### src/rtl/prio_index_decoder.sv
// Index-to-one-hot decoder with valid/ready intake, fixed-width pulses and a guard gap.
// Out-of-range indices are absorbed with a one-cycle err pulse; good ones are counted.
module prio_index_decoder #(
    parameter int IDX_W     = 2,
    parameter int N_OUT     = 4,
    parameter int PULSE_LEN = 3,
    parameter int GAP_LEN   = 1,
    parameter int CNT_W     = 8
) (
    input  logic             clk,
    input  logic             rst_n,
    input  logic             in_valid,
    input  logic [IDX_W-1:0] in_idx,
    output logic             in_ready,
    output logic [N_OUT-1:0] out_onehot,
    output logic             out_active,
    output logic             err,
    output logic [IDX_W-1:0] last_idx,
    output logic [CNT_W-1:0] disp_cnt
);

    // Handshake: a transfer happens on a rising edge where in_valid && in_ready;
    // in_ready is a pure decode of state, so it never depends on in_valid.

    localparam int TMAX    = (PULSE_LEN > GAP_LEN) ? PULSE_LEN : GAP_LEN;
    localparam int TIMER_W = (TMAX > 1) ? $clog2(TMAX) : 1;
    localparam logic [TIMER_W-1:0] PULSE_LOAD = TIMER_W'(PULSE_LEN - 1);
    localparam logic [TIMER_W-1:0] GAP_LOAD   = TIMER_W'((GAP_LEN > 0) ? GAP_LEN - 1 : 0);
    localparam logic [IDX_W:0]     N_OUT_LIM  = (IDX_W + 1)'(N_OUT);

    typedef enum logic [1:0] {
        S_IDLE   = 2'd0,
        S_ACTIVE = 2'd1,
        S_GAP    = 2'd2
    } state_t;

    state_t             state, state_nx;
    logic [TIMER_W-1:0] timer, timer_nx;
    logic [N_OUT-1:0]   onehot_nx;
    logic               active_nx;
    logic               err_nx;
    logic [IDX_W-1:0]   last_nx;
    logic [CNT_W-1:0]   cnt_nx;
    logic               accept;
    logic               in_range;

    assign in_ready = (state == S_IDLE);
    assign accept   = in_valid && in_ready;
    assign in_range = ({1'b0, in_idx} < N_OUT_LIM);

    always_ff @(posedge clk or negedge rst_n) begin
        if (!rst_n) begin
            state      <= S_IDLE;
            timer      <= '0;
            out_onehot <= '0;
            out_active <= 1'b0;
            err        <= 1'b0;
            last_idx   <= '0;
            disp_cnt   <= '0;
        end else begin
            state      <= state_nx;
            timer      <= timer_nx;
            out_onehot <= onehot_nx;
            out_active <= active_nx;
            err        <= err_nx;
            last_idx   <= last_nx;
            disp_cnt   <= cnt_nx;
        end
    end

    always_comb begin
        state_nx  = state;
        timer_nx  = timer;
        onehot_nx = out_onehot;
        active_nx = out_active;
        err_nx    = 1'b0;
        last_nx   = last_idx;
        cnt_nx    = disp_cnt;
        case (state)
            S_IDLE: begin
                if (accept) begin
                    if (in_range) begin
                        state_nx  = S_ACTIVE;
                        timer_nx  = PULSE_LOAD;
                        onehot_nx = N_OUT'(1) << in_idx;
                        active_nx = 1'b1;
                        last_nx   = in_idx;
                        cnt_nx    = disp_cnt + CNT_W'(1);
                    end else begin
                        err_nx = 1'b1;
                    end
                end
            end
            S_ACTIVE: begin
                if (timer != '0) begin
                    timer_nx = timer - TIMER_W'(1);
                end else begin
                    onehot_nx = '0;
                    active_nx = 1'b0;
                    // A zero-length gap returns straight to IDLE.
                    if (GAP_LEN > 0) begin
                        state_nx = S_GAP;
                        timer_nx = GAP_LOAD;
                    end else begin
                        state_nx = S_IDLE;
                    end
                end
            end
            S_GAP: begin
                if (timer != '0) begin
                    timer_nx = timer - TIMER_W'(1);
                end else begin
                    state_nx = S_IDLE;
                end
            end
            default: begin
                state_nx  = S_IDLE;
                onehot_nx = '0;
                active_nx = 1'b0;
            end
        endcase
    end

endmodule

### config.mk
export PLATFORM = sky130hd
export DESIGN_NAME = prio_index_decoder
export DESIGN_NICKNAME = d
export VERILOG_FILES = /design/src/rtl/prio_index_decoder.sv
export SDC_FILE = /design/constraint.sdc
export NUM_CORES = 1
export LEC_CHECK = 0
export CAP_MARGIN = 20
export CORE_MARGIN = 2
export CORE_UTILIZATION = 53
export CTS_CLUSTER_DIAMETER = 150
export DETAILED_ROUTE_END_ITERATION = 12
export MAX_ROUTING_LAYER = met4
export PLACE_DENSITY = 0.82
export RECOVER_POWER = 50
export SYNTH_ARGS = -nofsm -noshare
export SYNTH_HDL_FRONTEND = slang
export SYNTH_SLANG_ARGS = --single-unit
export TNS_END_PERCENT = 1
### constraint.sdc
create_clock -name clk -period 4.25 [get_ports clk]
set_input_delay 0.6375 -clock clk [delete_from_list [all_inputs] [get_ports clk]]
set_output_delay 0.6375 -clock clk [all_outputs]
set_load 0.02 [all_outputs]
Word level (Yosys, flattened, before mapping)
Cells that the tools add are included.
{"block": "op_classes", "bitwise": 1, "add_sub_neg": 2, "n_reduce_logical": 8, "n_shift": 1, "eq_ne": 6, "muxes": 14}
{"op": "$mux 2", "n": 6}
{"op": "$pmux 2 s3", "n": 2}
{"op": "$pmux 4 s3", "n": 1}
{"op": "$reduce_and 3->1", "n": 3}
{"op": "$add 8x1->8 const B", "n": 1}
{"op": "$mux 4", "n": 2}
{"op": "$ne 2x2->1 const B", "n": 3}
{"op": "$shl 1x2->4 const A", "n": 1}
{"op": "$pmux 1 s3", "n": 1}
{"op": "$reduce_bool 3->1", "n": 1}
{"op": "$eq 2x1->1 const B", "n": 1}
{"op": "$eq 2x2->1 const B", "n": 1}
{"op": "$logic_not 2->1", "n": 1}
{"op": "$mux 1", "n": 2}
{"op": "$ne 2x1->1 const B", "n": 1}
{"op": "$reduce_and 2->1", "n": 1}
{"op": "$reduce_bool 2->1", "n": 1}
{"op": "$sub 2x1->2 const B", "n": 1}
{"op": "$logic_and 1x1->1", "n": 1}
{"op": "$not 1->1", "n": 1}
{"block": "totals", "regBits": 19, "in_bits": 5, "out_inout_bits": 17}

Logic depth before layout (Yosys ltp)
{"block": "logic_depth", "ltp_word": 4, "mapped_depth": 6, "depth_no_buf": 5}

Worst setup path before layout
No wires, ideal clock.
{"block": "synth_timing", "path_type": "reg2reg", "start": "reg state[0]", "end": "reg out_onehot[1]", "slack_ns": 2.618, "setup_ns": 0.120, "arrival_time_ns": 1.512, "n_path_buf": 1, "path_stages_with_launch": 7, "path_cell_list": "dfrtp_1 inv_1 ha_1 buf_6 nor2b_1 o31a_1 a41o_1"}
{"block": "synth_via", "elab_chain_cells": 4, "elab_cells_between_ends": 9}
{"item": "start, declared", "line_no": "37", "rtl": "state_t state, state_nx;"}
{"item": "start signal, assigned", "line_no": "61", "rtl": "state <= state_nx;"}
{"item": "$logic_not 2->1 (*)", "line_no": "47", "rtl": "assign in_ready = (state == S_IDLE);"}
{"item": "named net in_ready", "line_no": "14", "rtl": "output logic in_ready,"}
{"item": "$logic_and 1x1->1", "line_no": "48", "rtl": "assign accept = in_valid && in_ready;"}
{"item": "$ne 2x1->1 (no line)"}
{"item": "$reduce_and 3->1 (no line)"}
{"item": "end signal, assigned", "line_no": "63", "rtl": "out_onehot <= onehot_nx;"}
{"item": "end, declared", "line_no": "15", "rtl": "output logic [N_OUT-1:0] out_onehot,"}
Mark *: on every way through the listed nets, which the timed path passes. The rest lies on a longest branch.
A chain may end at the register's enable or synchronous reset.

Worst setup path in the final report
{"block": "layout_timing", "start": "reg state[0]", "end": "out in_ready"}
{"block": "layout_via", "elab_chain_cells": 1}
{"item": "$logic_not 2->1", "line_no": "47"}
{"item": "end, declared", "line_no": "14"}
Every way passes these cells.

==> results.toml <==
[outcome]
status = "finished, final reports clean"

[critical_path]
path_class = "reg2out"
worstPathRequired_ps = 3610
crit_chain = "inv_1, ha_1, clkdlybuf4s50_1"
slowest_delay_ps = 670
cp_max_fo = 11
cp-end-kind = "output pin"
cp.arrival_ps = 1930
r2r_start = "state[1]"
timing.rr.end = "out_onehot[1]"
critPathSlowestCell = "clkdlybuf4s50_1"
start_kind = "register"
rr_worst_depth = 5
cpLargestDelayFamily = "buffers and inverters"
r2r_setup_slack_ps = 2450
crit_buf_inv = 2

[sta]
setup_violations = 0
tightest_slew_ps = 848
clock_skew_ps = 1.99
hold_violations = 0
finalSetupTns_ps = 0
period_share = 0.604
setup_ws_ps = 1680
min_period_ps = 2570
timing.fmax_mhz = 389
rsz0062_at_grt = "false"
slew_headroom = 0.433
drv_slew = 0

[logic_synthesis]
ys_warn_count = 0
ys_seq_area_frac = 0.468
syn_inst = 93
synth.ff_latch_count = 19
synth_top_area_frac = 0.468
synth.area.top_cells = "dfrtp_1 47%, ha_1 12%, xnor2_1 4.3%"
netlist-cell-type-count = 30
netlist_top_cells_count = "19 x dfrtp_1, 10 x ha_1, 8 x nand2_1"
synth_area_um2 = 1020
yosys.area.top_type = "dfrtp_1"
async_reset_ff_frac = 1.00
synth_ff_type = "dfrtp_1"
yosysMostFrequentCell = "dfrtp_1"
synth.avg_cell_area_um2 = 10.9
synth-edff-count = 0
syn-num-nets = 108

[clocking]
clk_pin_slew_ps = 110
cts_tree = "built"
insertion_delay_ps = 290
cts-root-buf = "clkbuf_4"
cts-buffers-inserted = 3
postCtsHoldBufs = 0
cts.repair.resized = 0
cts.path.max_buffers = 2
htree_levels = 1
post-cts-setup-buffers = 0
cts_sinks = 19

[global_route]
grt_max_degree = 20
overflow = 0
antenna_found_initial = 0
grt_pass1_vias = 676
grt_pass1_wl_mm = 3.02
track_usage = 0.203

[routing]
ant_nets = 0
drt_iter0_markers = 15
wire_per_inst_um = 13.9
via_count = 721
drt-pass1-iter-count = 4
drcViolationCount = 0
wirelength_mm = 1.93
vias_per_cell = 5.22

[place]
globalplace.congestion = 0.784
dp_slack_ps = 2030
numPortBuffers = 20
hpwl_mm = 1.48

[power]
p_total_mw = 0.857
swShare = 0.414
p_leak_nw = 0.585
clock_power_share = 0.106
ir_worst_vdd_mv = 0.405
p_sw_mw = 0.355
power_density_nw_per_um2 = 688
pwr-share-seq = 0.357
p_int_mw = 0.502
pwr-share-comb = 0.537

[cells_and_area]
fin_nets = 129
drive_above_1_share = 0.0531
fillers = 150
register_area_um2 = 475
multi_input_area_um2 = 489
area_growth_pct = 22.7
num_antenna_cells = 0

[min_path]
hp-start = "last_idx[1]"
hold_class = "reg2reg"
hold_depth = 2
whs_endpoint = "last_idx[1]"

[floorplan]
dieWidth_um = 47.8
fp.dieH_um = 47.8
pin_count = 22
rows = 15
dieArea_um2 = 2280
start_util = 0.576
coreArea_um2 = 1760

[job]
maxCapViolCount = 0
-- tightest hold or removal path, cell delays in order (launching register included) --
cell     delay (ps)
dfrtp_1         350
nand2_1          50
o21ai_0          60
-- final cells by class --
| cell class | instances | share of cell area |
|---|---|---|
| tap | 25 | 0.0251 |
| clock inverter | 1 | 0.00402 |
| timing repair buffer | 20 | 0.161 |
| clock buffer | 3 | 0.0181 |
| sequential | 19 | 0.382 |
| inverter | 6 | 0.0181 |
| multi-input combinational | 64 | 0.393 |
-- sequential cells by signal, indices dropped and copies added (netlist names) --
signal,flops
disp_cnt,8
out_onehot,4
last_idx,2
state,2
timer,2
out_active,1
-- placed cells by master (no fill, tap or decap) --
master and count:
conb_1 1, clkinv_2 1, a41o_1 2, mux2i_1 1, and3_1 1, nor3_1 2, ha_1 10, xor2_1 2
nand2_1 8, o21ai_1 1, xnor2_1 5, nor2_1 3, nor2b_1 3, nand3_1 2, clkdlybuf4s50_1 19, and2_1 1
dlygate4sd3_1 1, nand2b_1 3, nand4_1 1, o32a_1 1, and4_1 1, mux2_1 2, a31o_1 2, inv_1 6
o31a_1 4, a21oi_1 4, o21ai_0 2, dfrtp_1 19, mux2_2 2, clkbuf_4 3
-- layer usage --
layer / track usage / routed length (um) / vias up
li1: - / - / 357
met5: - / 0 / -
met1: 0.229 / 819 / 340
met4: 0.114 / 34 / 0
met2: 0.347 / 1000 / 22
met3: 0.0226 / 69 / 2
-- metrics by stage --
| step | instance area [um2] | utilization | std cells | hold WS, ps |
|---|---|---|---|---|
| floorplan | 1020 | - | 93 | 342 |
| global placement | 1220 | 0.691 | 134 | 459 |
| detailed placement | 1220 | 0.691 | 134 | 472 |
| CTS | 1250 | 0.706 | 138 | 498 |
| global route | 1250 | 0.706 | 138 | 520 |
| finish | 1250 | 0.706 | 138 | 492 |
-- logic make-up (layout without fill, tap and decap cells) --
logic type / Yosys count / after routing / share of synthesized area
xor gates and xnor gates: 7 / 7 / 0.0603
and+or+nand+nor: 25 / 25 / 0.124
other: 1 / 1 / 0.00369
adders and majority gates: 10 / 10 / 0.123
DFF: 19 / 19 / 0.468
AOI/OAI and AO/OA: 16 / 16 / 0.116
buffers and inverters: 10 / 30 / 0.0505
muxes: 5 / 5 / 0.0542
-- worst max path at each step --
stage / start / end / slack [ps] / depth (start not counted)
2_1_floorplan: state[0] / out_onehot[1] / 2620 / 6
3_3_place_gp: state[0] / in_ready / 2090 / 3
3_5_place_dp: state[0] / in_ready / 2030 / 3
4_1_cts: state[0] / in_ready / 1690 / 3
5_1_grt: state[0] / in_ready / 1560 / 3
6_report: state[0] / in_ready / 1680 / 3
-- power by group through the flow --
| stage | clock [mW] | combinational (mW) | sequential, mW |
|---|---|---|---|
| floorplan | 0 | 0.246 | 0.363 |
| global placement | 0 | 0.446 | 0.305 |
| detailed placement | 0 | 0.460 | 0.310 |
| CTS | 0.0944 | 0.462 | 0.306 |
| global route | 0.101 | 0.508 | 0.315 |
| finish | 0.0910 | 0.460 | 0.306 |
No activity file was read; power rests on OpenSTA's default activity.
